==> src/rtl/axis_packet_arbiter.sv <==
// axis_packet_arbiter: N:1 AXI stream arbiter with packet-granular round-robin.
// A grant is taken in IDLE and held until the granted packet's tlast beat is
// accepted, so packets from different sources never interleave. The data path
// is a purely combinational mux steered by the registered grant; the source
// index is forwarded on axis_o_tid.
module axis_packet_arbiter #(
    parameter int unsigned AXIS_BYTES  = 1,
    parameter int unsigned NUM_STREAMS = 2,
    localparam int unsigned ID_W       = (NUM_STREAMS > 1) ? $clog2(NUM_STREAMS) : 1,
    localparam int unsigned DW         = AXIS_BYTES * 8
) (
    input  logic                        clk,
    input  logic                        sreset,

    output logic [NUM_STREAMS-1:0]      axis_i_tready,
    input  logic [NUM_STREAMS-1:0]      axis_i_tvalid,
    input  logic [NUM_STREAMS-1:0]      axis_i_tlast,
    input  logic [NUM_STREAMS*DW-1:0]   axis_i_tdata,

    input  logic                        axis_o_tready,
    output logic                        axis_o_tvalid,
    output logic                        axis_o_tlast,
    output logic [DW-1:0]               axis_o_tdata,
    output logic [ID_W-1:0]             axis_o_tid
);

    typedef enum logic {
        StIdle,
        StLocked
    } state_e;

    state_e            state_q, state_d;
    logic [ID_W-1:0]   grant_q, grant_d;
    logic [ID_W-1:0]   last_q,  last_d;

    // Round-robin pick results
    logic              any_valid;
    logic              hi_found;
    logic [ID_W-1:0]   hi_idx;
    logic [ID_W-1:0]   lo_idx;
    logic [ID_W-1:0]   pick_idx;

    // Granted-input fields
    logic              sel_valid;
    logic              sel_last;
    logic [DW-1:0]     sel_data;

    logic              pkt_end;

    // Round-robin pick: lowest valid index above last, else lowest valid overall.
    // Scanning downward lets the final assignment in each class be the lowest.
    always_comb begin
        hi_found = 1'b0;
        hi_idx   = '0;
        lo_idx   = '0;
        for (int i = NUM_STREAMS - 1; i >= 0; i--) begin
            if (axis_i_tvalid[i]) begin
                lo_idx = ID_W'(i);
                if (ID_W'(i) > last_q) begin
                    hi_found = 1'b1;
                    hi_idx   = ID_W'(i);
                end
            end
        end
        any_valid = |axis_i_tvalid;
        pick_idx  = hi_found ? hi_idx : lo_idx;
    end

    // Mux the granted input's fields; grant always steers data, last and tid.
    always_comb begin
        sel_valid = axis_i_tvalid[0];
        sel_last  = axis_i_tlast[0];
        sel_data  = axis_i_tdata[DW-1:0];
        for (int i = 0; i < NUM_STREAMS; i++) begin
            if (grant_q == ID_W'(i)) begin
                sel_valid = axis_i_tvalid[i];
                sel_last  = axis_i_tlast[i];
                sel_data  = axis_i_tdata[i*DW +: DW];
            end
        end
    end

    // Output handshake: only tvalid and the granted tready are gated by state.
    always_comb begin
        axis_o_tdata  = sel_data;
        axis_o_tlast  = sel_last;
        axis_o_tid    = grant_q;
        axis_o_tvalid = 1'b0;
        axis_i_tready = '0;
        if (state_q == StLocked) begin
            axis_o_tvalid = sel_valid;
            for (int i = 0; i < NUM_STREAMS; i++) begin
                if (grant_q == ID_W'(i)) begin
                    axis_i_tready[i] = axis_o_tready;
                end
            end
        end
    end

    assign pkt_end = axis_o_tvalid && axis_o_tready && axis_o_tlast;

    // Next-state: grab a source in IDLE, release it once its tlast beat is taken.
    always_comb begin
        state_d = state_q;
        grant_d = grant_q;
        last_d  = last_q;
        unique case (state_q)
            StIdle: begin
                if (any_valid) begin
                    grant_d = pick_idx;
                    state_d = StLocked;
                end
            end
            StLocked: begin
                if (pkt_end) begin
                    last_d  = grant_q;
                    state_d = StIdle;
                end
            end
            default: begin
                state_d = StIdle;
            end
        endcase
    end

    // State registers; reset leaves last at the top index so input 0 wins first.
    always_ff @(posedge clk) begin
        if (sreset) begin
            state_q <= StIdle;
            grant_q <= '0;
            last_q  <= ID_W'(NUM_STREAMS - 1);
        end else begin
            state_q <= state_d;
            grant_q <= grant_d;
            last_q  <= last_d;
        end
    end

endmodule

==> config.mk <==
export PLATFORM = sky130hd
export DESIGN_NAME = axis_packet_arbiter
export DESIGN_NICKNAME = d
export VERILOG_FILES = /design/src/rtl/axis_packet_arbiter.sv
export SDC_FILE = /design/constraint.sdc
export NUM_CORES = 1
export LEC_CHECK = 0
export ABC_AREA = 1
export CAP_MARGIN = 10
export CELL_PAD_IN_SITES_DETAIL_PLACEMENT = 1
export CELL_PAD_IN_SITES_GLOBAL_PLACEMENT = 2
export CORE_UTILIZATION = 11
export DETAILED_ROUTE_END_ITERATION = 6
export MAX_ROUTING_LAYER = met4
export PLACE_DENSITY_LB_ADDON = 0.1
export SYNTH_ARGS = -nofsm -noshare
export SYNTH_HDL_FRONTEND = slang
export SYNTH_SLANG_ARGS = --single-unit
==> constraint.sdc <==
create_clock -name clk -period 1.15 [get_ports clk]
set_input_delay 0.1725 -clock clk [delete_from_list [all_inputs] [get_ports clk]]
set_output_delay 0.1725 -clock clk [all_outputs]
set_load 0.05 [all_outputs]
======== Yosys cells after proc, flatten, opt, wreduce, memory -nomap -nowiden ========
Index checks and enable logic that the tools add are counted.
operators by class
  multiplexer cells ....................... 19
  $add $sub $neg .......................... 0
  bitwise operators ....................... 1
  shifts and indexed selects .............. 0
  multiply operators ...................... 0
  divide/modulo/power cells ............... 0
  reductions and logical operators ........ 5
  $lt $le $gt $ge ......................... 2
  eq/ne operators ......................... 0
operators by type and width
  operator              number
  $mux W1               16
  $mux W8               1
  $reduce_and A2 Y1     2
  $gt A1 B1 Y1 const A  2
  $logic_and A1 B1 Y1   2
  $mux W2               1
  $pmux W1 S2           1
  $reduce_or A2 Y1      1
  $not A1 Y1            1
storage, ports and cells
  output and inout port bits .............. 13
  RAM bits ................................ 0
  bits in latches ......................... 0
  flip-flop bits (word level) ............. 3
  ROM bits ................................ 0
  memories kept ........................... 0

======== Depth between registers and ports, before layout ========
  depth after elaboration ................. 6
  gate-level depth with buffers ........... 7

======== Least setup slack after synthesis ========
Ideal clock, no wire load.
  kind .................................... reg-to-output
  start ................................... register grant_q (netlist: axis_o_tid)
  end ..................................... output port axis_i_tready[1]
  stages on the path, launching flop included .. 5
  required time ........................... 0.978 ns
  buffers on the path ..................... 2
  slack ................................... -1.109 ns
  data arrival time ....................... 2.087 ns
  cell sequence ........................... dfxtp_1 buf_6 inv_2 buf_6 nor3_1
on the way
  cells in the longest elaborated chain, start to end .. 2
RTL lines
  what                    RTL line  RTL
  from (decl)             33        logic [ID_W-1:0] grant_q, grant_d;
  from (signal assigned)  134       grant_q <= grant_d;
  $mux W1                 93        if (grant_q == ID_W'(i)) begin
  $mux W2                 90        if (state_q == StLocked) begin
  to (decl)               15        output logic [NUM_STREAMS-1:0] axis_i_tready,
Every way passes these cells.

======== Worst setup path in the final report ========
  start ................................... register grant_q (netlist: axis_o_tid)
  end ..................................... output port axis_o_tlast
on the way
  cells in the longest elaborated chain, start to end .. 1
RTL lines
  what       RTL line  RTL
  $mux W1    75        if (grant_q == ID_W'(i)) begin
  to (decl)  22        output logic axis_o_tlast,
Every way passes these cells.

==> qor.yml <==
sta:
  finalCritPeriodShare_pct: 109
  rsz0062_at_grt: "true"
  fmax_mhz: 800
  finalSetupViolCount: 13
  drv_slew: 0
  layout_setup_ws_ps: -100
  holdWs_ps: 454
  slew_headroom_pct: 85.1
  tightest_slew_ps: 221
  fin_skew_ps: 3.39
  finalHoldViolCount: 0
  min_period_ps: 1250
power:
  ir_worst_vdd_mv: 0.661
  switching_share_pct: 39.9
  finalPower_mw: 0.891
  seq_power_share_pct: 13.8
  comb_power_share_pct: 65.5
  p_switching_mw: 0.356
  power_leakage_nw: 0.475
  internal_power_mw: 0.535
  pwr-share-clk_pct: 20.7
  power_density_nw_per_um2: 829
grt:
  grt_first_pass_wirelength_um: 2570
  grt_use_total_pct: 10.5
  antenna_found_initial: 0
  grt_pass1_vias: 564
  grt_overflow_total: 0
  grt_max_degree: 12
floorplanning:
  core_um2: 2850
  num_rows: 19
  die_w_um: 57.7
  fp.dieArea_um2: 3330
  initial_utilization_pct: 12.0
  die_y_um: 57.7
  pin_count: 36
final_layout:
  drive_gt1_share_pct: 50.0
  postLayoutCellArea_um2: 1070
  area_delta_synth_final_pct: 215
  final_common_cell: "clkdlybuf4s50_1"
  fin_nets: 128
  post_layout_nonfiller_instances: 135
  antenna-diode-count: 0
  mostFrequentLayoutCells: "clkdlybuf4s50_1, nand2_1, buf_12"
route:
  ant_nets: 0
  drt-initial-drc-count: 16
  vias_per_cell: 4.10
  routed_wl_um: 1550
  vias: 554
  wl_per_cell_um: 11.5
  dr.pass1.iters: 6
  drc: 3
clock_tree:
  clkLatencyLatePin_ps: 230
  clockBufferDepth: 2
  hold_buffers: 0
  clock-sinks: 3
  htreeDepth: 1
  path_clk_slew_ps: 40
  ctsRootBufferMaster: "clkbuf_4"
  cts_buffers: 3
  cts_tree: "done"
flow_run:
  maxCapViolations: 0
run_status:
  status: "finished, violations left"
  failed_checks: "design-rule violations, negative setup slack"
synthesis:
  synth-seq-cells: 3
  yosys_warnings: 0
  yosysSeqAreaShare_pct: 17.6
  synthCells: 61
  synth.distinct_cells: 18
  syn_area_per_cell_um2: 5.60
  syn_area_um2: 342
  synth_fp_nets: 84
placement:
  routabilityCongestion: 0.701
  dp_cells: 128
  dpl-instance-area_um2: 965
  io_buffers: 35
  dpl.hpwl_um: 1230
critical_path:
  critical_path.top_delay_family: "flip-flops"
  startpoint_type: "register"
  crit_chain: "buf_8 > o21ai_4 > buf_12"
  cpPeakStageDelay_ps: 360
  cp_max_fo: 5
  endpoint_kind: "output port"
  crit_type: "reg -> out"
  critPathRequiredTime_ps: 980
  path_buf_inv: 2
  crit_arrival_ps: 1080
  ff2ff_setup_slack_ps: 10
  cp_slowest_cell: "dfxtp_4"
hold_path:
  hold_class: "in -> reg"
-- worst reg2reg max path: stages, from the launching register on --
cell and delay [ps]:
dfxtp_4 360, buf_8 140, o21ai_4 180, buf_6 130
nand3_1 80, nand2_1 70, nand3b_1 60
-- cells by family after synthesis --
family          synth area share [%]
simple gates                    55.3
buf+inv                         15.7
compound gates                  11.4
flops                           17.6
-- power by group through the flow --
stage	clock network (mW)	registers [mW]	logic [mW]
final	0.184	0.123	0.584
after global routing	0.212	0.124	0.614
after CTS	0.191	0.121	0.579
after detailed placement	0	0.118	0.555
after global placement	0	0.118	0.550
after floorplan	0	0.124	0.270
-- registers in the layout (all words and copies together) (netlist names) --
register,flops
axis_o_tid,1
last_q,1
state_q,1
-- synth_stat cells, drive strengths merged --
cell type  instances  area, um^2
nand2             32         128
inv                7        26.3
nand3              5        30.0
buf                3        27.5
dfxtp              3        60.1
a21oi              2        13.8
nor2               2        7.51
nor3               2        10.0
o21ai              2        13.8
nand3b             1        7.51
nand4              1        6.26
o21bai             1        11.3
-- stage by stage --
step / TNS (ps) / worst slack (ps) / util (%)
6_report: -843 / -100 / 37.7
5_1_grt: -1640 / -143 / 37.7
4_1_cts: -1030 / -105 / 36.8
3_5_place_dp: -989 / -270 / 33.8
3_3_place_gp: -932 / -252 / 33.8
2_1_floorplan: -833 / -178 / -
-- path summary, 6_finish.rpt --
path                             endpoint  cells past startpoint                    start
setup / recovery             axis_o_tlast                      3  axis_o_tid$_SDFFE_PP0P_
hold / removal    axis_o_tid$_SDFFE_PP0P_                      4         axis_i_tvalid[0]
setup reg to reg      last_q$_SDFFE_PP1P_                      6  axis_o_tid$_SDFFE_PP0P_
hold reg to reg       last_q$_SDFFE_PP1P_                      2      last_q$_SDFFE_PP1P_
-- final cells by class --
cell class | instances | area (um^2)
fillers | 330 | 1780
repair buffers | 42 | 553
multi-input cells | 48 | 355
flip-flops and latches | 3 | 67.6
well taps | 31 | 38.8
inverters | 7 | 33.8
clock buffers | 4 | 26.3
-- layer usage --
metal  global-route usage (%)  vias to the layer above  routed length, um
li1                         -                      275                  -
met1                     11.2                      254                594
met2                     18.9                       25                811
met3                     4.24                        0                145
met4                     1.02                        0                  0
met5                        -                        -                  0
-- timing repair --
item	CTS	global route
setup endpoints to repair	13	15
resized for setup	16	8
setup buffers	3	0
hold endpoints to repair	0	0
pin swaps	0	2
(Power assumes the default switching activity.)
